[src/rtl/rom_read_arbiter.sv]
// Round-robin arbiter and burst sequencer for one shared single-port ROM with
// a one-cycle read latency. Read data returns with valid/last/id tags.
module rom_read_arbiter #(
  parameter int unsigned nreq        = 2,
  parameter int unsigned abits       = 12,
  parameter int unsigned log2_dbytes = 3,
  parameter int unsigned lenbits     = 8,
  localparam int unsigned dbits      = 8 << log2_dbytes,
  localparam int unsigned idw        = (nreq > 1) ? $clog2(nreq) : 1
) (
  input  logic                     i_clk,
  input  logic                     i_rst,
  input  logic [nreq-1:0]          i_req_valid,
  input  logic [nreq*abits-1:0]    i_req_addr,
  input  logic [nreq*lenbits-1:0]  i_req_len,
  output logic [nreq-1:0]          o_req_ready,
  output logic [abits-1:0]         o_rom_addr,
  input  logic [dbits-1:0]         i_rom_data,
  output logic [nreq-1:0]          o_resp_valid,
  output logic [dbits-1:0]         o_resp_rdata,
  output logic                     o_resp_last,
  output logic [idw-1:0]           o_resp_id,
  output logic                     o_busy
);

  localparam int unsigned dbytes = 1 << log2_dbytes;

  typedef enum logic {S_IDLE, S_BURST} state_t;

  state_t             state;
  logic [idw-1:0]     last_grant;
  logic [idw-1:0]     cur_id;
  logic [lenbits-1:0] cnt;

  logic [idw-1:0]     grant_id;
  logic               found;
  int unsigned        k;
  logic               accept;
  logic [abits-1:0]   sel_addr;
  logic [lenbits-1:0] sel_len;

  // Rotating priority search starting just after the last granted requester.
  always_comb begin
    o_req_ready = '0;
    grant_id    = '0;
    found       = 1'b0;
    k           = 0;
    if (state == S_IDLE) begin
      for (int i = 1; i <= int'(nreq); i++) begin
        k = (int'(last_grant) + i) % nreq;
        if (!found && i_req_valid[k]) begin
          found          = 1'b1;
          o_req_ready[k] = 1'b1;
          grant_id       = idw'(k);
        end
      end
    end
  end

  assign accept   = |(o_req_ready & i_req_valid);
  assign sel_addr = i_req_addr[int'(grant_id)*abits +: abits];
  assign sel_len  = i_req_len[int'(grant_id)*lenbits +: lenbits];

  // Read data bypasses a register so the response lines up with the ROM latency.
  assign o_resp_rdata = i_rom_data;
  assign o_busy       = (state == S_BURST) | (|o_resp_valid);

  always_ff @(posedge i_clk) begin
    if (i_rst) begin
      state        <= S_IDLE;
      last_grant   <= idw'(nreq - 1);
      cur_id       <= '0;
      cnt          <= '0;
      o_rom_addr   <= '0;
      o_resp_valid <= '0;
      o_resp_last  <= 1'b0;
      o_resp_id    <= '0;
    end else begin
      o_resp_valid <= '0;
      o_resp_last  <= 1'b0;
      case (state)
        S_IDLE: begin
          if (accept) begin
            state      <= S_BURST;
            cur_id     <= grant_id;
            last_grant <= grant_id;
            o_rom_addr <= sel_addr & ~abits'(dbytes - 1);
            cnt        <= sel_len;
          end
        end
        S_BURST: begin
          // Tag the beat on o_rom_addr now; its data arrives next cycle.
          o_resp_valid <= nreq'(1) << cur_id;
          o_resp_last  <= (cnt == '0);
          o_resp_id    <= cur_id;
          if (cnt == '0) begin
            state <= S_IDLE;
          end else begin
            o_rom_addr <= o_rom_addr + abits'(dbytes);
            cnt        <= cnt - lenbits'(1);
          end
        end
        default: state <= S_IDLE;
      endcase
    end
  end

endmodule

[config.mk]
export PLATFORM = sky130hd
export DESIGN_NAME = rom_read_arbiter
export DESIGN_NICKNAME = d
export VERILOG_FILES = /design/src/rtl/rom_read_arbiter.sv
export SDC_FILE = /design/constraint.sdc
export NUM_CORES = 1
export LEC_CHECK = 0
export BUFFER_PORTS_ARGS = -buffer_cell sky130_fd_sc_hd__clkbuf_2
export CORE_MARGIN = 2
export CORE_UTILIZATION = 38
export CTS_BUF_LIST = sky130_fd_sc_hd__clkbuf_4 sky130_fd_sc_hd__clkbuf_8
export CTS_CLUSTER_DIAMETER = 40
export DETAILED_ROUTE_END_ITERATION = 8
export PLACE_DENSITY = 0.9
export SYNTH_ARGS = -nofsm -noshare
export SYNTH_HDL_FRONTEND = slang
export SYNTH_SLANG_ARGS = --single-unit
export TNS_END_PERCENT = 100
[constraint.sdc]
create_clock -name i_clk -period 1.9 [get_ports i_clk]
set_input_delay 0.19 -clock i_clk [delete_from_list [all_inputs] [get_ports i_clk]]
set_output_delay 0.19 -clock i_clk [all_outputs]
set_load 0.05 [all_outputs]
==> impl_metrics.json <==
{
  "synth_area_mm2": 0.00205,
  "die_h_um": 77.4,
  "final_cell_mix": "53 x clkbuf_2, 23 x dfxtp_1, 17 x nand2_1",
  "yosysUniqueCellTypes": 56,
  "p_seq_share_pct": 38.1,
  "fin_ws_ps": 106,
  "first_global_vias": 1640,
  "synth_warnings": 0,
  "rows": 26,
  "max_stage_delay_ps": 370,
  "finalPower_mw": 1.76,
  "cp_data_required_time_ps": 2080,
  "synthMuxAreaShare_pct": 4.71,
  "root_buffer": "clkbuf_8",
  "cp-start-kind": "register",
  "num-nets-final": 356,
  "synth_area_per_cell_um2": 8.12,
  "ys.flop_type": "dfxtp_1",
  "synth_seq_area_share_pct": 23.5,
  "skew_ps": 7.98,
  "vias": 1720,
  "synthAdderAreaFrac_pct": 1.22,
  "combPwrFrac_pct": 42.1,
  "cts_max_level": 1,
  "pin_count": 191,
  "seq_area_um2": 482,
  "synth_top_area_share_pct": 24.6,
  "fmax_mhz": 557,
  "rsz0062_at_grt": "yes",
  "clock_sinks": 24,
  "cts.clk_slew.worst_paths_ps": 90,
  "hold_viol": 0,
  "synth_top_family_by_area": "buffers and inverters",
  "cts_tree": "built",
  "numCtsBuffers": 3,
  "synthXorXnorAreaFrac_pct": 0,
  "intPower_mw": 1.05,
  "fill_cells": 530,
  "dp_hpwl_um": 3390,
  "first_pass_iters": 5,
  "die_w_um": 77.4,
  "worst_pin_slew_ps": 503,
  "period_share_pct": 94.4,
  "drive_above_1_share_pct": 34.3,
  "grt.overflow.total": 0,
  "antenna_found_initial": 0,
  "drc": 0,
  "cts.path.max_buffers": 2,
  "worstSetupEndpointType": "register",
  "core_area_mm2": 0.00514,
  "yosys-top-cells-area": "buf_4 25%, dfxtp_1 23%, a21oi_1 3.4%",
  "layout-area-overhead-vs-synth_pct": -1.22,
  "clock_latency_ps": 270,
  "ant_nets": 0,
  "placed_area_mm2": 0.00193,
  "critPathKind": "reg -> reg",
  "fin_hold_ws_ps": 219,
  "slew_headroom_pct": 66.5,
  "yosys.area_share.simple_pct": 19.8,
  "p_switching_mw": 0.709,
  "die_area_mm2": 0.00599,
  "vias_per_cell": 5.46,
  "grt_max_degree": 26,
  "antenna_cells": 0,
  "wirelength_um": 4530,
  "arrival_ps": 1970,
  "synth_compound_area_share_pct": 22.1,
  "p_per_area_mw_per_mm2": 871,
  "multiInputGateArea_mm2": 0.00101,
  "crit_path_cell_trace": "inv_1, ha_1, nor4bb_2, buf_4, a21oi_4, nand2b_1, o32ai_1",
  "slowest_stage": "dfxtp_2",
  "ys_seq_elements": 24,
  "pre_cts_slack_ps": 86.7,
  "sw_frac_of_total_pct": 40.2,
  "port_buffers": 53,
  "cts_hold_buf": 0,
  "hp-class": "in -> reg",
  "async_flop_share_pct": 0,
  "initialDrtViolationCount": 126,
  "leakage_nw": 0.853,
  "place.gp.congestion": 0.894,
  "setup-violations-final": 0,
  "cap_violations": 0,
  "crit_fanout": 7,
  "start_util_pct": 39.8,
  "grt_usage_pct": 15.2,
  "synth_edf_count": 0,
  "power.share.clock_pct": 19.8,
  "finalMaxSlewViolations": 0,
  "min_period_ps": 1790,
  "wl_per_cell_um": 14.4,
  "grt_pass1_wl_um": 7530,
  "final_common_cell": "clkbuf_2",
  "synth_cells": 252,
  "synth_top_area_cell": "buf_4",
  "fin_area_mm2": 0.00202,
  "ir_drop_mv": 0.504,
  "status": "finished, final reports clean"
}
==> worst paths after layout <==
kind | startpoint | endpoint | slack [ps] | cells after the start
worst min-delay path | i_req_len[15] | cnt[7] | 220 | 3
worst max register to register | cnt[0] | o_rom_addr[9] | 110 | 7
worst min register to register | cur_id | o_resp_valid[0] | 470 | 1
worst max-delay path | cnt[0] | o_rom_addr[9] | 110 | 7
==> cell type report <==
class,count,share of cell area (%)
Timing Repair Buffer,64,17.8
Tap cell,70,4.33
Multi-Input combinational cell,145,49.8
Inverter,8,1.49
Clock buffer,4,2.72
Sequential cell,24,23.8
==> power by group through the flow <==
| stage | Sequential [mW] | Clock (mW) | Combinational, mW |
|---|---|---|---|
| floorplan | 0.768 | 0 | 0.786 |
| global placement | 0.673 | 0 | 0.690 |
| detailed placement | 0.676 | 0 | 0.711 |
| CTS | 0.665 | 0.358 | 0.713 |
| global route | 0.685 | 0.378 | 0.814 |
| finish | 0.671 | 0.350 | 0.741 |
==> logic make-up after synthesis <==
kind of cell	count (synthesis)
adders and majority gates	2
and+or+nand+nor	70
other	1
AOI/OAI and AO/OA	61
buffers and inverters	85
muxes	9
DFF	24
==> per-layer routing <==
metal	vias to the layer above	part of all wire [%]	global-route usage [%]
met5	-	0	0
met4	0	1.9	6.61
met3	18	9.2	4.65
met2	105	48	25.0
met1	780	41	18.4
li1	817	-	-
==> repair_timing <==
item | in CTS | in global routing
hold endpoints to repair | 0 | 0
resized for setup | 0 | 4
setup endpoints to repair | 0 | 5
setup buffers | 0 | 3
==> critical path: cells and delay by family, from the launching register on <==
kind                     cells  cell delay (ps)
AO/OA/AOI/OAI                2              560
adder cells (fa/ha/maj)      1              220
buffers and inverters        2              220
flip-flops                   1              370
AND/OR/NAND/NOR              2              340
==> flip-flops by register name (all words and copies together) (netlist names) <==
signal	flops
o_rom_addr	9
cnt	8
o_resp_valid	2
cur_id	1
last_grant	1
o_resp_id	1
o_resp_last	1
state	1
==> metrics by stage <==
| step | utilization (%) | cells | TNS (ps) |
|---|---|---|---|
| after global routing | 39.3 | 315 | -48.8 |
| after floorplan | - | 254 | 0 |
| after detailed placement | 37.5 | 308 | 0 |
| after CTS | 38.5 | 312 | 0 |
| final | 39.3 | 315 | 0 |
| after global placement | 37.5 | 308 | 0 |
==> synth_stat cells, drive strengths merged, types with 4 or more instances <==
master and count:
o211ai 4, nand2 17, buf 73, dfxtp 24
nor2 12, a21oi 15, nand4b 4, mux2 5
nand2b 5, a31oi 4, inv 8, nor3 7
mux2i 4, o21ai 10, nand3 4, clkbuf 4
(Power assumes the default switching activity.)
